### src/rtl/branch_prediction_unit.sv
// Fetch-stage direction predictor: a PC-indexed table of 2-bit counters chooses the next fetch PC.
// A redirect from branch resolution flushes the fetch register, and the resolved branch trains the table.
module branch_prediction_unit #(
  parameter int          IDX_BITS = 4,
  parameter logic [31:0] RESET_PC = 32'h00000000,
  parameter int          CNT_W    = 16
) (
  input  logic             clk,
  input  logic             reset,
  input  logic             stall,
  input  logic [31:0]      imem_inst,
  output logic [31:0]      pc,
  output logic [31:0]      inst_out,
  output logic [31:0]      pc_out,
  output logic             pre_target_enable,
  input  logic             upd_valid,
  input  logic [31:0]      upd_inst,
  input  logic [31:0]      upd_pc,
  input  logic             true_taken,
  input  logic             target_enable,
  input  logic [31:0]      target,
  output logic [CNT_W-1:0] branch_count,
  output logic [CNT_W-1:0] mispredict_count
);
  localparam int NENT = 1 << IDX_BITS;
  localparam logic [5:0] OP_BEQ = 6'b000100;
  localparam logic [5:0] OP_BNE = 6'b000101;
  localparam logic [5:0] OP_J   = 6'b000010;

  logic [31:0] pc_q, pc_d, inst_q, inst_d, pco_q, pco_d;
  logic        pte_q, pte_d;
  logic [NENT-1:0][1:0] bht_q, bht_d;
  logic [CNT_W-1:0] bc_q, bc_d, mc_q, mc_d;

  logic [5:0]          f_op, u_op;
  logic                f_cond, f_jmp, pred_taken, redirect, train;
  logic [IDX_BITS-1:0] f_idx, u_idx;
  logic [15:0]         imm;
  logic [31:0]         br_tgt, j_tgt, pred_tgt;

  assign f_op   = imem_inst[31:26];
  assign u_op   = upd_inst[31:26];
  assign f_cond = (f_op == OP_BEQ) || (f_op == OP_BNE);
  assign f_jmp  = (f_op == OP_J);
  assign f_idx  = pc_q[IDX_BITS+1:2];
  assign u_idx  = upd_pc[IDX_BITS+1:2];

  // Target arithmetic matches the ALU so a correct prediction never triggers a redirect.
  assign imm      = imem_inst[15:0];
  assign br_tgt   = pc_q + 32'd4 + {{14{imm[15]}}, imm, 2'b00};
  assign j_tgt    = {pc_q[31:28], imem_inst[25:0], 2'b00};
  assign pred_tgt = f_jmp ? j_tgt : br_tgt;

  // Lookup reads bht_q, so a same-cycle update of this entry is seen only next cycle.
  assign pred_taken = f_jmp | (f_cond & bht_q[f_idx][1]);
  assign redirect   = upd_valid & target_enable;
  assign train      = upd_valid & ((u_op == OP_BEQ) || (u_op == OP_BNE));

  always_comb begin
    pc_d   = pc_q;
    inst_d = inst_q;
    pco_d  = pco_q;
    pte_d  = pte_q;
    if (redirect) begin
      pc_d   = target;
      inst_d = 32'd0;
      pco_d  = 32'd0;
      pte_d  = 1'b0;
    end else if (!stall) begin
      pc_d   = pred_taken ? pred_tgt : pc_q + 32'd4;
      inst_d = imem_inst;
      pco_d  = pc_q;
      pte_d  = pred_taken;
    end
  end

  always_comb begin
    bht_d = bht_q;
    if (train) begin
      if (true_taken && bht_q[u_idx] != 2'b11)
        bht_d[u_idx] = bht_q[u_idx] + 2'b01;
      else if (!true_taken && bht_q[u_idx] != 2'b00)
        bht_d[u_idx] = bht_q[u_idx] - 2'b01;
    end
  end

  always_comb begin
    bc_d = bc_q;
    mc_d = mc_q;
    if (train && !(&bc_q))    bc_d = bc_q + 1'b1;
    if (redirect && !(&mc_q)) mc_d = mc_q + 1'b1;
  end

  always_ff @(posedge clk or posedge reset) begin
    if (reset) begin
      pc_q   <= RESET_PC;
      inst_q <= 32'd0;
      pco_q  <= 32'd0;
      pte_q  <= 1'b0;
      bht_q  <= {NENT{2'b01}};
      bc_q   <= '0;
      mc_q   <= '0;
    end else begin
      pc_q   <= pc_d;
      inst_q <= inst_d;
      pco_q  <= pco_d;
      pte_q  <= pte_d;
      bht_q  <= bht_d;
      bc_q   <= bc_d;
      mc_q   <= mc_d;
    end
  end

  assign pc                = pc_q;
  assign inst_out          = inst_q;
  assign pc_out            = pco_q;
  assign pre_target_enable = pte_q;
  assign branch_count      = bc_q;
  assign mispredict_count  = mc_q;

  logic unused_bits;
  assign unused_bits = ^{upd_inst[25:0], upd_pc};
endmodule

### config.mk
export PLATFORM = sky130hd
export DESIGN_NAME = branch_prediction_unit
export DESIGN_NICKNAME = d
export VERILOG_FILES = /design/src/rtl/branch_prediction_unit.sv
export SDC_FILE = /design/constraint.sdc
export NUM_CORES = 1
export LEC_CHECK = 0
export BUFFER_PORTS_ARGS = -buffer_cell sky130_fd_sc_hd__buf_2
export CAP_MARGIN = 10
export CELL_PAD_IN_SITES_DETAIL_PLACEMENT = 1
export CELL_PAD_IN_SITES_GLOBAL_PLACEMENT = 2
export CORE_MARGIN = 2
export CORE_UTILIZATION = 32
export DETAILED_ROUTE_END_ITERATION = 12
export PLACE_DENSITY = 0.82
export SYNTH_ARGS = -nofsm -noshare
export SYNTH_HDL_FRONTEND = slang
export SYNTH_SLANG_ARGS = --single-unit
export TNS_END_PERCENT = 50
### constraint.sdc
create_clock -name clk -period 5.63 [get_ports clk]
set_input_delay 0.563 -clock clk [delete_from_list [all_inputs] [get_ports clk]]
set_output_delay 0.563 -clock clk [all_outputs]
set_load 0.01 [all_outputs]
* Word-level counts from Yosys, hierarchy flattened
Index checks and enable logic that the tools add are counted.
W data, S select, Z words.
** Word-level totals
- Output and inout bits :: 129
- Word-level logic and storage cells :: 80
- Register bits :: 161
** Operators by class
- $add $sub $neg :: 6
- Bitwise operators :: 4
- Equality and inequality tests :: 8
- $lt $le $gt $ge :: 3
- Reductions and logical operators :: 16
- Multiplexer cells :: 20
** Operator list (count)
- $mux W32 :: 10
- $bwmux W32 :: 2
- $add A16 B1 Y16 const B :: 2
- $add A32 B3 Y32 const B :: 1
- $add A32 B32 Y32 :: 1
- $reduce_and A16 Y1 :: 2
- $eq A6 B3 Y1 const B :: 4
- $bmux W2 S4 :: 2
- $lt A4 B5 Y1 const B :: 2
- $demux W2 S4 :: 1
- $eq A6 B2 Y1 const B :: 1
- $mux W2 :: 3
- $logic_and A1 B1 Y1 :: 5
- $ge A4 B1 Y1 const B :: 1
- $reduce_and A2 Y1 :: 2
- $reduce_bool A2 Y1 :: 2
- $and A1 B1 Y1 :: 3
- $logic_not A1 Y1 :: 3
- $ne A3 B2 Y1 const B :: 1
- $add A2 B1 Y2 const B :: 1
- $logic_or A1 B1 Y1 :: 2
- $mux W1 :: 2
- $ne A2 B1 Y1 const B :: 1
- $ne A2 B2 Y1 const B :: 1
- 2 further kinds :: 2

* Logic depth before layout (Yosys ltp)
Gate-level depths: netlist of run 1.
- Depth in word-level cells :: 7
- Mapped depth :: 16

* Worst setup path after synthesis of run 1
OpenSTA, ideal clock, no wires.
- Kind :: in2reg
- Start :: in upd_pc[2]
- End :: reg bht_q[1] (netlist bit)
- Data required time :: 5505 ps
- Library setup time :: 125 ps
- Slack :: 1798 ps
- Stages :: 12
- Arrival :: 3707 ps
- Cells stage by stage :: clkbuf_1 > mux4_2 > mux2_2 > o21ai_2 > clkinv_1 > ha_1 > nor2b_1 > nor2_1 > nor2_1 > or3b_2 > nor3_1 > mux2_2
** On the way
- Cells in the longest elaborated chain, start to end :: 7
- Elaborated cells between the ends (all ways) :: 19
- Those cells by class :: add/sub (2); order compare (2); eq/ne (1); mux (8); reduce/logical (6)
** RTL lines
- start: declaration :: RTL line 18 : input logic [31:0] upd_pc,
- $lt A4 B5 Y1 (implied by the code) / $ge A4 B1 Y1 (equally long branches) :: RTL line 81, 83
- $logic_and A1 B1 Y1 (implied by the code) :: RTL line 81, 83
- $mux W2 (implied by the code) :: RTL line 81, 83
- $demux W2 S4 :: RTL line 81, 83
- $bwmux W32 :: RTL line 83 : bht_d[u_idx] = bht_q[u_idx] - 2'b01;
- $mux W32 :: RTL line 82 : else if (!true_taken && bht_q[u_idx] != 2'b00)
- $mux W32 :: RTL line 80 : if (true_taken && bht_q[u_idx] != 2'b11)
- end signal: assignment :: RTL line 100 : bht_q <= {NENT{2'b01}};
- end signal: assignment :: RTL line 108 : bht_q <= bht_d;
- end: declaration :: RTL line 32 : logic [NENT-1:0][1:0] bht_q, bht_d;
Parallel ways exist; a longest one is shown, timed or not. The select of a mux whose other input is x is not followed.
A chain may end at the register's enable or synchronous reset.

* Final worst setup path of run 1
- Start :: reg pc_q[2] (netlist: pc[2])
- End :: reg pc_q[31] (netlist: pc[31])
** On the way
- Cells in the longest elaborated chain, start to end :: 7
- Elaborated cells between the ends (all ways) :: 12
- Those cells by class :: add/sub (2); eq/ne (1); mux (6); bitwise (2); reduce/logical (1)
** RTL lines
- start: declaration :: RTL line 30 : logic [31:0] pc_q, pc_d, inst_q, inst_d, pco_q, pco_d;
- start signal: assignment :: RTL line 104 : pc_q <= pc_d;
- parallel branches: the longest is 7 deep, another holds $add A32 B3 Y32
Several ways; the timed one is not identified. The select of a mux whose other input is x is not followed.

==> metrics.txt, run 1 <==
Final Routed Wirelength=a little over 30 mm; unrepaired setup endpoints after global routing=false; flop2flop setup slack=~1100 ps; global router's overall resource usage=20.1%; H-tree levels=4; Clock Tree Buf Depth=2; largest fanout of any net on the critical path=11; area of combinational cells with multiple inputs=5350 µm²; endpoints failing hold=0; share of synthesized area occupied by flip-flops and latches=around two fifths; largest net degree at the start of global routing=between 80 and 90; post-cts gate resize count=0; number of max-capacitance violations reported=0; status=complete, no violations; clock-pin slew reported for the worst setup and hold paths after clock tree synthesis=roughly 80 ps; Critical path origin=pc[2]; max-slew headroom at the worst pin=about a third; global route total overflow=0; Period minus WS final=approximately 4500 ps; total CTS buffers=17; antenna diode count=0; Routability Congestion=approximately 0.84; total number of vias=about 8400; Mapped Cells=between 900 and 1000; hold buffer count at CTS=0; slew at the pin closest to its max-slew limit=roughly 990 ps; CTS tree=built; yosys warns=0; proportion of register bits with asynchronous set or reset after synthesis=100%; Std-Cell Rows=63; most used standard cells in the synthesized netlist=145 x sky130_fd_sc_hd__dfrtp_1, 132 x sky130_fd_sc_hd__nor2_1, 72 x sky130_fd_sc_hd__nand2_1; biggest area contributors in the synthesized netlist=sky130_fd_sc_hd__dfrtp_1 38%, sky130_fd_sc_hd__mux2i_1 7.2%, sky130_fd_sc_hd__ha_1 5.2%, sky130_fd_sc_hd__nor2_1 5.1%, sky130_fd_sc_hd__xnor2_1 5.0%; static leakage=~5.6 nW; input/output buffers=207; average via count per standard cell=5.29; per-cell routed wire length=slightly below 20 µm; fill cell total of the finished layout=approximately 3500; share of the synthesized area in the top cell type=between 30% and 40%; setup bufs post-CTS=0; post-detail-place hpwl=22.5 mm; number of antenna violations at the first check in global routing=0; total negative setup slack=0 ps; mapped cell area=9650 µm²; CP Data Arrival Time=about 5000 ps; area grow syn2layout=20.8%; power density over the cells=approximately 310 nW/µm²; crit path to=pc[31]; source-to-sink clock delay at the later pin of the worst-skew pair=between 400 and 500 ps; Reg2Reg Depth=14; share of the clock period used by the worst path=between 80% and 90%; core region area=roughly 30000 µm²; final net count=roughly 1400; cells traversed along the worst timing path=ha_1 -> nand4_1 -> or2_1 -> nor2_1 -> xnor2_1 -> ha_1 -> o21ai_0 -> o21ai_0 -> o21ai_0 -> a31oi_1 -> o21ai_1 -> o21ai_0 -> mux4_2 -> nor2_1; Max Clk Rate=around 220 MHz; root cell of the clock tree=sky130_fd_sc_hd__clkbuf_16; endpoint of the lowest-slack register-to-register path=pc[31]; First-pass DRT Iterations=4; die area=31600 µm²; I/O pin count=263; number of nets in the synthesized netlist=1162; register bit count reported by yosys=around 160; highest-delay cell along the critical path=sky130_fd_sc_hd__dfrtp_1; critical path type=flip-flop to flip-flop; kind of path behind the tightest hold check=input port to async pin; most common cell type on the critical path=sky130_fd_sc_hd__o21ai_0; largest voltage drop on the vdd net=roughly 170 µV; critical path launch point type=flip-flop; total area of sequential cells=about 4000 µm²; most frequent cell after synthesis=sky130_fd_sc_hd__dfrtp_1; fraction of layout cells with a size suffix above 1=approximately a quarter; count of pins over their slew limit=0; DRC violation total after the first TritonRoute iteration=431; final-report setup violation count=0; number of flops mapped to enable cells by yosys=0; post-synthesis cell type count=70; DRC violation count after routing=0; Avg Synthesized Cell Area=9.78 µm²; vias in the first global route=between 8000 and 9000; required time of the critical path=6000 ps; final instance area=11700 µm²; Critical R2R Launch=pc[2]; kind of end point of the critical path=flip-flop; hold slack=about 180 ps; Starting Density=about a third; max incr delay on CP=roughly 700 ps; clk sink count=approximately 160; area of placed instances=approximately 11000 µm²; antenna violation net count after detailed routing=0; Post-Route Skew=between 15 and 20 ps; most area-hungry cell type in the Yosys netlist=sky130_fd_sc_hd__dfrtp_1; Die Wd=around 180 µm; die height=178 µm; most frequently used flop master after synthesis=sky130_fd_sc_hd__dfrtp_1; first-pass GRT wire length=49.6 mm
==> final cells by class <==
cell class	instances	area share (%)
clock buffer	17	3.65
sequential	161	34.7
multi-input combinational	763	45.8
tap	390	4.18
timing repair buffer	216	9.48
inverter	18	0.622
clock inverter	15	1.49
==> worst max-delay path, delay by kind of cell, from the launching register on <==
kind,cells,cell delay [ps]
flops,1,700
simple gates,4,1080
xor+xnor,1,120
mux,1,550
compound gates,6,1200
fa+ha+maj,2,830
==> sequential cells by signal, summed over array words and instances, names as in the netlist, named ones only <==
name / count
inst_out: 32
pc: 32
pc_out: 32
bht_q: 16
branch_count: 16
mispredict_count: 16
pre_target_enable: 1
==> logic make-up after synthesis <==
logic type	Yosys count	synth area share, %
AND/OR/NAND/NOR	333	16.0
AO/OA/AOI/OAI	200	13.2
buffers and inverters	63	2.71
adder cells (fa/ha/maj)	41	5.39
multiplexers	110	13.6
XOR/XNOR	79	7.17
flip-flops	161	41.9
==> how the worst min path moves through the flow <==
stage                   start             endpoint  slack (ps)  depth (start not counted)
floorplan           flip-flop            flip-flop         460                          2
global placement    flip-flop            flip-flop         470                          2
detailed placement  flip-flop            flip-flop         480                          2
CTS                     reset            bht_q[31]         180                          2
global route            reset  mispredict_count[3]         210                          2
finish                  reset          inst_out[0]         180                          2
==> layout by cell type (no fill, tap or decap), drive strengths merged, types with 4 or more instances in the layout <==
cell type    n
o21ai       58
xnor2       55
ha          40
o22ai        6
o211ai       7
dfstp       16
and4         5
a21oi       57
xor2        24
o221ai      11
and2         4
nand4       13
and3        21
mux2        27
a221oi       5
a21o         7
or3         16
a31oi        7
clkinv       6
nand2b       4
clkbuf      17
nand3       34
buf        216
dfrtp      145
nand2       72
o21a         8
nor2       133
mux2i       69
o31ai        5
inv         27
mux4        14
nor3        17
==> report_power, final <==
part	internal, mW	switching (mW)	total (mW)
Clock	0.605	0.602	1.21
Sequential	1.28	0.148	1.43
Combinational	0.422	0.561	0.983
==> metrics by stage <==
stage / setup slack, ps / util, % / power, mW / cells
after floorplan: 745 / - / 2.08 / 987
after global placement: 924 / 37.3 / 2.41 / 1548
after detailed placement: 804 / 37.3 / 2.44 / 1548
after CTS: 1060 / 39.3 / 3.68 / 1580
after global routing: 626 / 39.3 / 3.85 / 1580
final: 1090 / 39.3 / 3.62 / 1580
==> layer usage <==
layer	wire (µm)	track usage (%)	up-vias	part of all wire, %
met3	1380	2.68	21	4.5
met4	296	4.51	0	0.95
met5	0	0	-	0
met1	14300	27.2	4204	46
met2	15100	34.3	186	49
li1	-	-	3944	-
Note: power is estimated with default switching activity, not from simulation.
==> run 2: changes to the inputs <==
Clock period 5.63 ns to 4.4 ns, I/O delays scaled along.
==> run 2 against run 1 <==
  * Critical path depth fell by 1
  * Cell area increased by 1.5%
  * First-iteration DRC count decreased by 15%
  * Clock skew is 5.0 ps lower
  * Largest power group unchanged
  * Via count grew 1.5%
==> metrics.txt, run 2 (same netlist as run 1, synthesis figures left out) <==
first-pass GRT wire length=48.9 mm (was 49.6 mm); largest voltage drop on the vdd net=262 µV (was 171 µV); utilization of the core after routing=39.9% (was 39.3%); fraction of layout cells with a size suffix above 1=27.9% (was 26.6%); input/output buffers=207 (unchanged); Clock Tree Buf Depth=2 (unchanged); Design Power=4.69 mW (was 3.62 mW); area of placed instances=11200 µm² (was 11100 µm²); share of the clock period used by the worst path=93.1% (was 80.6%); Period minus WS final=4100 ps (was 4540 ps); Max Clk Rate=244 MHz (was 220 MHz); clock-pin slew reported for the worst setup and hold paths after clock tree synthesis=80 ps (about the same); least setup slack across all paths after layout=304 ps (was 1090 ps); antenna violation net count after detailed routing=0 (unchanged); root cell of the clock tree=sky130_fd_sc_hd__clkbuf_16 (unchanged); total number of vias=8479 (was 8355); H-tree levels=4 (unchanged); endpoint of the lowest-slack register-to-register path=pc[31] (unchanged); DRC violation count after routing=0 (unchanged); GR met2 Demand/Resource=34.3% (about the same); number of max-capacitance violations reported=0 (unchanged); antenna diode count=0 (unchanged); Post-Route Skew=12.4 ps (was 17.4 ps); area grow syn2layout=22.6% (was 20.8%); unrepaired setup endpoints after global routing=false (unchanged); die area=31600 µm² (unchanged); vias in the first global route=8790 (was 8871); flop2flop setup slack=300 ps (was 1090 ps); number of antenna violations at the first check in global routing=0 (unchanged); endpoints failing hold=0 (unchanged); hold buffer count at CTS=0 (unchanged); critical path launch point type=flip-flop (unchanged); final instance area=11800 µm² (was 11700 µm²); kind of path behind the tightest hold check=input port to async pin (unchanged); global router's overall resource usage=20.0% (was 20.1%); kind of end point of the critical path=flip-flop (unchanged); cells traversed along the worst timing path=ha_1 -> nand4_1 -> or2_1 -> nor3_2 -> xor2_1 -> ha_1 -> nand4_1 -> or3_1 -> a31oi_1 -> o21ai_1 -> o21ai_0 -> mux4_2 -> nor2_1 (was ha_1 -> nand4_1 -> or2_1 -> nor2_1 -> xnor2_1 -> ha_1 -> o21ai_0 -> o21ai_0 -> o21ai_0 -> a31oi_1 -> o21ai_1 -> o21ai_0 -> mux4_2 -> nor2_1); critical path type=flip-flop to flip-flop (unchanged); required time of the critical path=4760 ps (was 6000 ps); worst slack at placement=246 ps (was 804 ps); CTS tree=built (unchanged); die height=178 µm (unchanged); Starting Density=32.6% (unchanged); global route total overflow=0 (unchanged); most common library cell in the layout ignoring fill and taps=sky130_fd_sc_hd__buf_2 (unchanged); commonest cells after routing, fill and taps aside=206 x sky130_fd_sc_hd__buf_2, 145 x sky130_fd_sc_hd__dfrtp_1, 130 x sky130_fd_sc_hd__nor2_1, 72 x sky130_fd_sc_hd__nand2_1, 69 x sky130_fd_sc_hd__mux2i_1 (was 206 x sky130_fd_sc_hd__buf_2, 145 x sky130_fd_sc_hd__dfrtp_1, 132 x sky130_fd_sc_hd__nor2_1, 72 x sky130_fd_sc_hd__nand2_1, 69 x sky130_fd_sc_hd__mux2i_1); layer with the highest usage=met2 (unchanged); Routability Congestion=0.825 (was 0.837); clk sink count=161 (unchanged); status=complete, no violations (unchanged); power density over the cells=396 nW/µm² (was 310 nW/µm²); highest-delay cell along the critical path=sky130_fd_sc_hd__mux4_2 (was sky130_fd_sc_hd__dfrtp_1); max-slew headroom at the worst pin=34.0% (was 34.2%); post-detail-place hpwl=23.4 mm (was 22.5 mm); slew at the pin closest to its max-slew limit=987 ps (was 988 ps); core region area=29600 µm² (unchanged); First-pass DRT Iterations=5 (was 4); per-cell routed wire length=19.7 µm (was 19.6 µm); Std-Cell Rows=63 (unchanged); average via count per standard cell=5.31 (was 5.29); static leakage=5.67 nW (was 5.59 nW); Reg2Reg Depth=13 (was 14); largest net degree at the start of global routing=68 (was 82); count of pins over their slew limit=0 (unchanged); met3 track utilization from global routing=3.38% (was 2.68%); total CTS buffers=17 (unchanged); Largest delay share family, worst path=simple AND/OR/NAND/NOR gates (was compound AO/OA/AOI/OAI gates); DRC violation total after the first TritonRoute iteration=366 (was 431); Die Wd=178 µm (unchanged); final-report setup violation count=0 (unchanged); I/O pin count=263 (unchanged); CP Data Arrival Time=4460 ps (was 4910 ps); total negative setup slack=0 ps (unchanged); max incr delay on CP=550 ps (was 700 ps); GR Layer Usage met1=26.3% (was 27.2%); source-to-sink clock delay at the later pin of the worst-skew pair=440 ps (about the same); sum of buffers and inverters on the critical path=0 (unchanged); Critical R2R Launch=pc[3] (was pc[2]); largest fanout of any net on the critical path=7 (was 11); Final Routed Wirelength=31.5 mm (was 31.0 mm); final net count=1370 (was 1352)
-- run 2: worst register-to-register path, delay by kind of cell, from the launching register on --
kind / cells / cell delay, ps
adders and majority gates: 2 / 710
and+or+nand+nor: 6 / 1670
xor gates and xnor gates: 1 / 130
muxes: 1 / 550
DFF: 1 / 370
AOI/OAI and AO/OA: 3 / 600
-- run 2: worst max-delay path by stage --
stage	depth (start not counted)	endpoint	start	slack, ps
after floorplan	12	bht_q[1]	upd_pc[2]	690
after global placement	14	pc[31]	pc[7]	280
after detailed placement	14	pc[31]	pc[7]	250
after CTS	14	pc[31]	pc[7]	160
after global routing	14	pc[31]	pc[7]	4
final	13	pc[31]	pc[3]	300
-- run 2: metrics by stage --
stage,hold WS (ps),cells
after CTS,194,1595
after global routing,201,1598
after detailed placement,477,1563
after floorplan,456,987
final,211,1598
after global placement,466,1563
-- run 2: timing repair --
item	in CTS	in global routing
setup endpoints to repair	0	1
resized for setup	0	2
setup buffers	0	3
-- run 2: cell type report --
type	instances	area (µm²)
Timing Repair Buffer	234	1250
Tap cell	390	488
Clock buffer	17	425
Sequential cell	161	4050
Inverter	18	71.3
Fill cell	3459	17800
Multi-Input combinational cell	763	5350
Clock inverter	15	195
-- run 2: where the power goes --
part,total (mW),internal (mW),switching (mW),leakage [nW]
Clock,1.56,0.820,0.743,0.294
Sequential,1.80,1.64,0.159,2.02
Combinational,1.32,0.561,0.761,3.36
-- run 2: layer usage --
metal / routed length (µm) / up-vias
li1: - / 3981
met1: 14400 / 4290
met2: 15400 / 187
met3: 1350 / 21
met4: 370 / 0
met5: 0 / -
